`config.mk`:
```
export PLATFORM = sky130hd
export DESIGN_NAME = cap_touch_scanner
export DESIGN_NICKNAME = d
export VERILOG_FILES = /design/src/rtl/cap_touch_scanner.sv
export SDC_FILE = /design/constraint.sdc
export NUM_CORES = 1
export LEC_CHECK = 0
export ABC_AREA = 1
export BUFFER_PORTS_ARGS = -buffer_cell sky130_fd_sc_hd__clkbuf_2
export CAP_MARGIN = 20
export CORE_UTILIZATION = 25
export CTS_BUF_LIST = sky130_fd_sc_hd__clkbuf_4
export DETAILED_ROUTE_END_ITERATION = 7
export GPL_TIMING_DRIVEN = 1
export PLACE_DENSITY_LB_ADDON = 0.2
export SETUP_SLACK_MARGIN = 0.3
export SLEW_MARGIN = 20
export SYNTH_ARGS = -nofsm -noshare
export SYNTH_HDL_FRONTEND = slang
export SYNTH_SLANG_ARGS = --single-unit
```
`constraint.sdc`:
```
create_clock -name clock -period 5.45 [get_ports clock]
set_input_delay 0.2725 -clock clock [delete_from_list [all_inputs] [get_ports clock]]
set_output_delay 0.2725 -clock clock [all_outputs]
set_load 0.02 [all_outputs]
```
`src/rtl/cap_touch_scanner.sv`:
```
// rtl/cap_touch_scanner.sv - charge/discharge timing scanner for nine capacitive pads
// Produces debounced touch flags and sticky onset events with an ack handshake.
module cap_touch_scanner #(
    parameter int NUM_PADS      = 9,
    parameter int CHARGE_CYCLES = 64,
    parameter int TIMEOUT       = 1023,
    parameter int CNT_W         = 10,
    parameter int THRESHOLD     = 200,
    parameter int DEBOUNCE      = 3
) (
    input  logic                clock,
    input  logic                reset,
    input  logic                scan_enable,
    input  logic [NUM_PADS-1:0] capacitive_sensors_in,
    output logic                capacitive_sensors_out,
    output logic [NUM_PADS-1:0] touch_state,
    output logic [NUM_PADS-1:0] event_pending,
    output logic                event_valid,
    input  logic                event_ack,
    output logic                scan_done
);
    localparam int CHG_W = (CHARGE_CYCLES > 1) ? $clog2(CHARGE_CYCLES) : 1;
    localparam logic [CHG_W-1:0] CHG_LAST = CHG_W'(CHARGE_CYCLES - 1);
    localparam logic [CNT_W-1:0] TO_V     = CNT_W'(TIMEOUT);
    localparam logic [CNT_W-1:0] THR_V    = CNT_W'(THRESHOLD);
    localparam logic [2:0]       DEB_V    = 3'(DEBOUNCE);

    typedef enum logic [1:0] {S_IDLE, S_CHARGE, S_MEASURE, S_EVAL} state_t;

    state_t              r_state, w_state_next;
    logic [NUM_PADS-1:0] r_sync1, r_sync2;
    logic [CHG_W-1:0]    r_chg_cnt;
    logic [CNT_W-1:0]    r_meas_cnt;
    logic [CNT_W-1:0]    w_meas_next;
    logic                w_meas_exit;
    logic [CNT_W-1:0]    r_count [NUM_PADS];
    logic [2:0]          r_agree [NUM_PADS];
    logic [2:0]          w_agree_next [NUM_PADS];
    logic [NUM_PADS-1:0] r_touch, w_touch_next;
    logic [NUM_PADS-1:0] r_pend, w_onset, w_raw;

    always_ff @(posedge clock or negedge reset) begin
        if (!reset) begin
            r_sync1 <= '0;
            r_sync2 <= '0;
        end else begin
            r_sync1 <= capacitive_sensors_in;
            r_sync2 <= r_sync1;
        end
    end

    // The first MEASURE cycle still sees charge-phase levels through the synchronizer.
    assign w_meas_next = r_meas_cnt + 1'b1;
    assign w_meas_exit = ((r_meas_cnt != '0) && (r_sync2 == '0)) || (w_meas_next == TO_V);

    always_ff @(posedge clock or negedge reset) begin
        if (!reset) r_state <= S_IDLE;
        else        r_state <= w_state_next;
    end

    always_comb begin
        w_state_next = r_state;
        unique case (r_state)
            S_IDLE:    if (scan_enable) w_state_next = S_CHARGE;
            S_CHARGE:  if (r_chg_cnt == CHG_LAST) w_state_next = S_MEASURE;
            S_MEASURE: if (w_meas_exit) w_state_next = S_EVAL;
            S_EVAL:    w_state_next = S_IDLE;
            default:   w_state_next = S_IDLE;
        endcase
    end

    always_ff @(posedge clock or negedge reset) begin
        if (!reset) begin
            r_chg_cnt  <= '0;
            r_meas_cnt <= '0;
            for (int i = 0; i < NUM_PADS; i++) r_count[i] <= '0;
        end else begin
            case (r_state)
                S_IDLE: if (scan_enable) begin
                    r_chg_cnt  <= '0;
                    r_meas_cnt <= '0;
                    for (int i = 0; i < NUM_PADS; i++) r_count[i] <= '0;
                end
                S_CHARGE: r_chg_cnt <= r_chg_cnt + 1'b1;
                S_MEASURE: begin
                    r_meas_cnt <= w_meas_next;
                    for (int i = 0; i < NUM_PADS; i++)
                        if (r_sync2[i] && (r_count[i] != TO_V)) r_count[i] <= r_count[i] + 1'b1;
                end
                default: ;
            endcase
        end
    end

    always_comb begin
        w_touch_next = r_touch;
        w_onset      = '0;
        w_raw        = '0;
        for (int i = 0; i < NUM_PADS; i++) begin
            w_agree_next[i] = r_agree[i];
            w_raw[i]        = (r_count[i] >= THR_V);
            if (r_state == S_EVAL) begin
                if (w_raw[i] == r_touch[i]) begin
                    w_agree_next[i] = '0;
                end else if ((r_agree[i] + 3'd1) == DEB_V) begin
                    w_agree_next[i] = '0;
                    w_touch_next[i] = ~r_touch[i];
                    w_onset[i]      = ~r_touch[i];
                end else begin
                    w_agree_next[i] = r_agree[i] + 3'd1;
                end
            end
        end
    end

    // A new onset wins over an ack landing in the same cycle.
    always_ff @(posedge clock or negedge reset) begin
        if (!reset) begin
            r_touch <= '0;
            r_pend  <= '0;
            for (int i = 0; i < NUM_PADS; i++) r_agree[i] <= '0;
        end else begin
            r_touch <= w_touch_next;
            r_pend  <= (r_pend & ~{NUM_PADS{event_ack}}) | w_onset;
            for (int i = 0; i < NUM_PADS; i++) r_agree[i] <= w_agree_next[i];
        end
    end

    assign capacitive_sensors_out = (r_state == S_CHARGE);
    assign scan_done              = (r_state == S_EVAL);
    assign touch_state            = r_touch;
    assign event_pending          = r_pend;
    assign event_valid            = |r_pend;

endmodule

```
==> flow_metrics.tcl <==
set metrics [dict create \
    outcome "complete, no violations" \
    worstReg2RegEnd "r_count[56]" \
    slowest_stage "buf_4" \
    routed_wl_um 20100 \
    critPathLaunch "r_state[0]" \
    cp_cell_sequence "inv_1 > ha_2 > buf_4 > nor2_8 > inv_6 > nand2_2 > nand2_1 > o21ai_0 > and2_1" \
    setup_viol 0 \
    synth_edf_count 0 \
    ys_types 43 \
    holdWs_ns 0.108 \
    path_clk_slew_ns 0.16 \
    clockBufferDepth 2 \
    cts_tree "done" \
    core_area_mm2 0.0359 \
    io_pins 34 \
    stdcell_count 1637 \
    mostFrequentLayoutCell "nand2_1" \
    dr.pass1.iters 5 \
    critPathKind "reg2reg" \
    rsz0062_at_grt "false" \
    ys_ff_latch 171 \
    place.gp.congestion 0.736 \
    tns_ns 0 \
    drive_above_1_share 0.0826 \
    p_per_area_mw_per_mm2 325 \
    synthArstFlopShare 1.00 \
    syn_inst 1120 \
    grtUsageTotal 0.113 \
    wl_met3_um 527 \
    fill_cells 3895 \
    worst_r2r_path_depth 9 \
    cp_max_fo 43 \
    rr_startpoint "r_state[0]" \
    seq_area_mm2 0.00428 \
    start_util 0.256 \
    multiInputGateArea_mm2 0.00424 \
    wl_met1_um 10800 \
    cts.sinks 171 \
    drc_errors 0 \
    combPwrFrac 0.343 \
    vias_per_cell 4.40 \
    seqPwrFrac 0.433 \
    final_cell_mix "nand2_1 (235), dfrtp_1 (171), inv_1 (135)" \
    h-tree-depth 4 \
    dp_hpwl_um 13900 \
    antenna_left 0 \
    placed_cells 1593 \
    tightest_slew_ns 0.961 \
    drv_slew 0 \
    cts_root_buf "clkbuf_4" \
    die_w_um 194 \
    hold_class "in2reg" \
    antenna_found_initial 1 \
    p_sw_mw 1.43 \
    first_iter_violations 353 \
    p_clk_frac 0.225 \
    fin_skew_ns 0.0302 \
    grt_pass1_wl_um 34700 \
    max_stage_delay_ns 0.49 \
    cp-endpoint "r_count[56]" \
    io_buffers 33 \
    synth_seq_area_share 0.465 \
    num_rows 69 \
    hold_viol 0 \
    synth_warnings 0 \
    worstSkewPairLatency_ns 0.57 \
    cts_buffers 17 \
    grt_max_degree 76 \
    vdd_ir_drop_max_uv 155 \
    p_int_mw 1.89 \
    overflow 0 \
    startpoint_type "flop" \
    hp-start "scan_enable" \
    via_count 7202 \
    fmax_mhz 401 \
    worstPathRequired_ns 5.91 \
    netlist_area_mm2 0.00919 \
    synthFlopType "dfrtp_1" \
    maxCapViolCount 0 \
    fin_crit_ns 2.49 \
    cts_setup_buffers 0 \
    fp.dieH_um 194 \
    rrSetupSlack_ns 2.96 \
    worstPathArrival_ns 2.95 \
    end_kind "flop" \
    synth_nets 1178 \
    die_area_mm2 0.0375 \
    grt_pass1_vias 6903 \
    met2_length_um 8680 \
    slew_headroom 0.359 \
    leakagePower_nw 4.63 \
    top_layer "met4" \
    wire_per_inst_um 12.3 \
    avgSynthCellArea_um2 8.21 \
    nNetsFinal 1220 \
    fin_crit_sh 0.457 \
    area_delta_synth_final_pct 11.2 \
    sw_frac_of_total 0.431 \
]
-- metal layers --
metal | GRT usage | up-vias
met1 | 0.160 | 3364
met5 | 0 | -
li1 | - | 3762
met2 | 0.177 | 72
met4 | 0.0234 | 0
met3 | 0.0263 | 4
-- power groups by stage --
stage | registers, mW | clock network [mW] | logic (mW)
after floorplan | 1.44 | 0 | 0.933
after CTS | 1.44 | 0.801 | 1.17
after global placement | 1.46 | 0 | 1.15
final | 1.44 | 0.747 | 1.14
after detailed placement | 1.46 | 0 | 1.16
after global routing | 1.45 | 0.852 | 1.31
-- state kept, by name (all words and copies together) (netlist names) --
register	count
touch_state	9
event_pending	9
r_chg_cnt	6
r_sync2	9
r_sync1	9
r_count	90
r_agree	27
r_state	2
r_meas_cnt	10
-- worst min path at each step --
| stage | slack [ns] | cells after the start | end |
|---|---|---|---|
| final | 0.11 | 5 | r_chg_cnt[1] |
| after global routing | 0.05 | 5 | r_chg_cnt[1] |
| after CTS | 0.03 | 5 | r_chg_cnt[1] |
| after detailed placement | 0.33 | 0 | r_sync2[5] |
| after global placement | 0.33 | 0 | r_sync2[5] |
| after floorplan | -0.02 | 0 | event_pending[0] |
-- area by class of cell --
type                            instances  share of cell area
Multi-Input combinational cell        784               0.415
Inverter                              140              0.0521
Antenna cell                            1            0.000245
Timing Repair Buffer                   48              0.0307
Tap cell                              461              0.0564
Clock inverter                         15              0.0143
Sequential cell                       171               0.419
Clock buffer                           17              0.0125
-- through the flow --
stage | setup slack [ns] | area [um^2] | power, mW | utilization
after floorplan | 3.56 | 9190 | 2.37 | -
after global placement | 3.00 | 9840 | 2.61 | 0.274
after detailed placement | 2.95 | 9840 | 2.62 | 0.274
after CTS | 2.89 | 10200 | 3.41 | 0.285
after global routing | 2.70 | 10200 | 3.62 | 0.285
final | 2.96 | 10200 | 3.32 | 0.285
-- cell usage after synthesis, types with 2 or more instances --
cell type    n  area, um^2
clkbuf_1     6        22.5
nor3_2       3        30.0
nand3_2      5        50.1
o31ai_1      8        60.1
xor2_1      30         263
a21oi_1     32         160
o22ai_1     10        62.6
o21ai_0     71         355
nand2_1    235         882
ha_1        45         563
nor3_1      24         120
nand4_1     39         244
inv_1      135         507
a21boi_0     3        22.5
dfrtp_1    171        4280
nand3_1     94         470
mux2_2       3        33.8
buf_1        5        18.8
buf_6        3        33.8
xnor2_1     12         105
buf_2        7        35.0
nor4_1       4        25.0
buf_4        4        30.0
nor3b_1      2        15.0
o21ai_1     40         200
inv_2        3        11.3
nand2_2      6        37.5
a31oi_1      4        25.0
nor2_1     101         379
or2_2        2        12.5
-- worst max-delay path, delay by kind of cell, from the launching register on --
kind	cells	cell delay, ns
flip-flops	1	0.45
buffers and inverters	3	0.91
AO/OA/AOI/OAI	1	0.07
adder cells (fa/ha/maj)	1	0.23
AND/OR/NAND/NOR	4	0.70
-- kinds of logic after synthesis --
logic type               count (synthesis)  synth area share
AND/OR/NAND/NOR                        520             0.253
AO/OA/AOI/OAI                          172             0.101
XOR/XNOR                                42            0.0400
multiplexers                             5           0.00653
flip-flops                             171             0.465
buffers and inverters                  165            0.0732
adder cells (fa/ha/maj)                 45            0.0612
-- repair_timing --
action	in CTS	in global routing
hold buffers	11	0
endpoints found under the hold margin	91	0
gates resized for setup	0	0
Power figures use the tool's default switching activity.
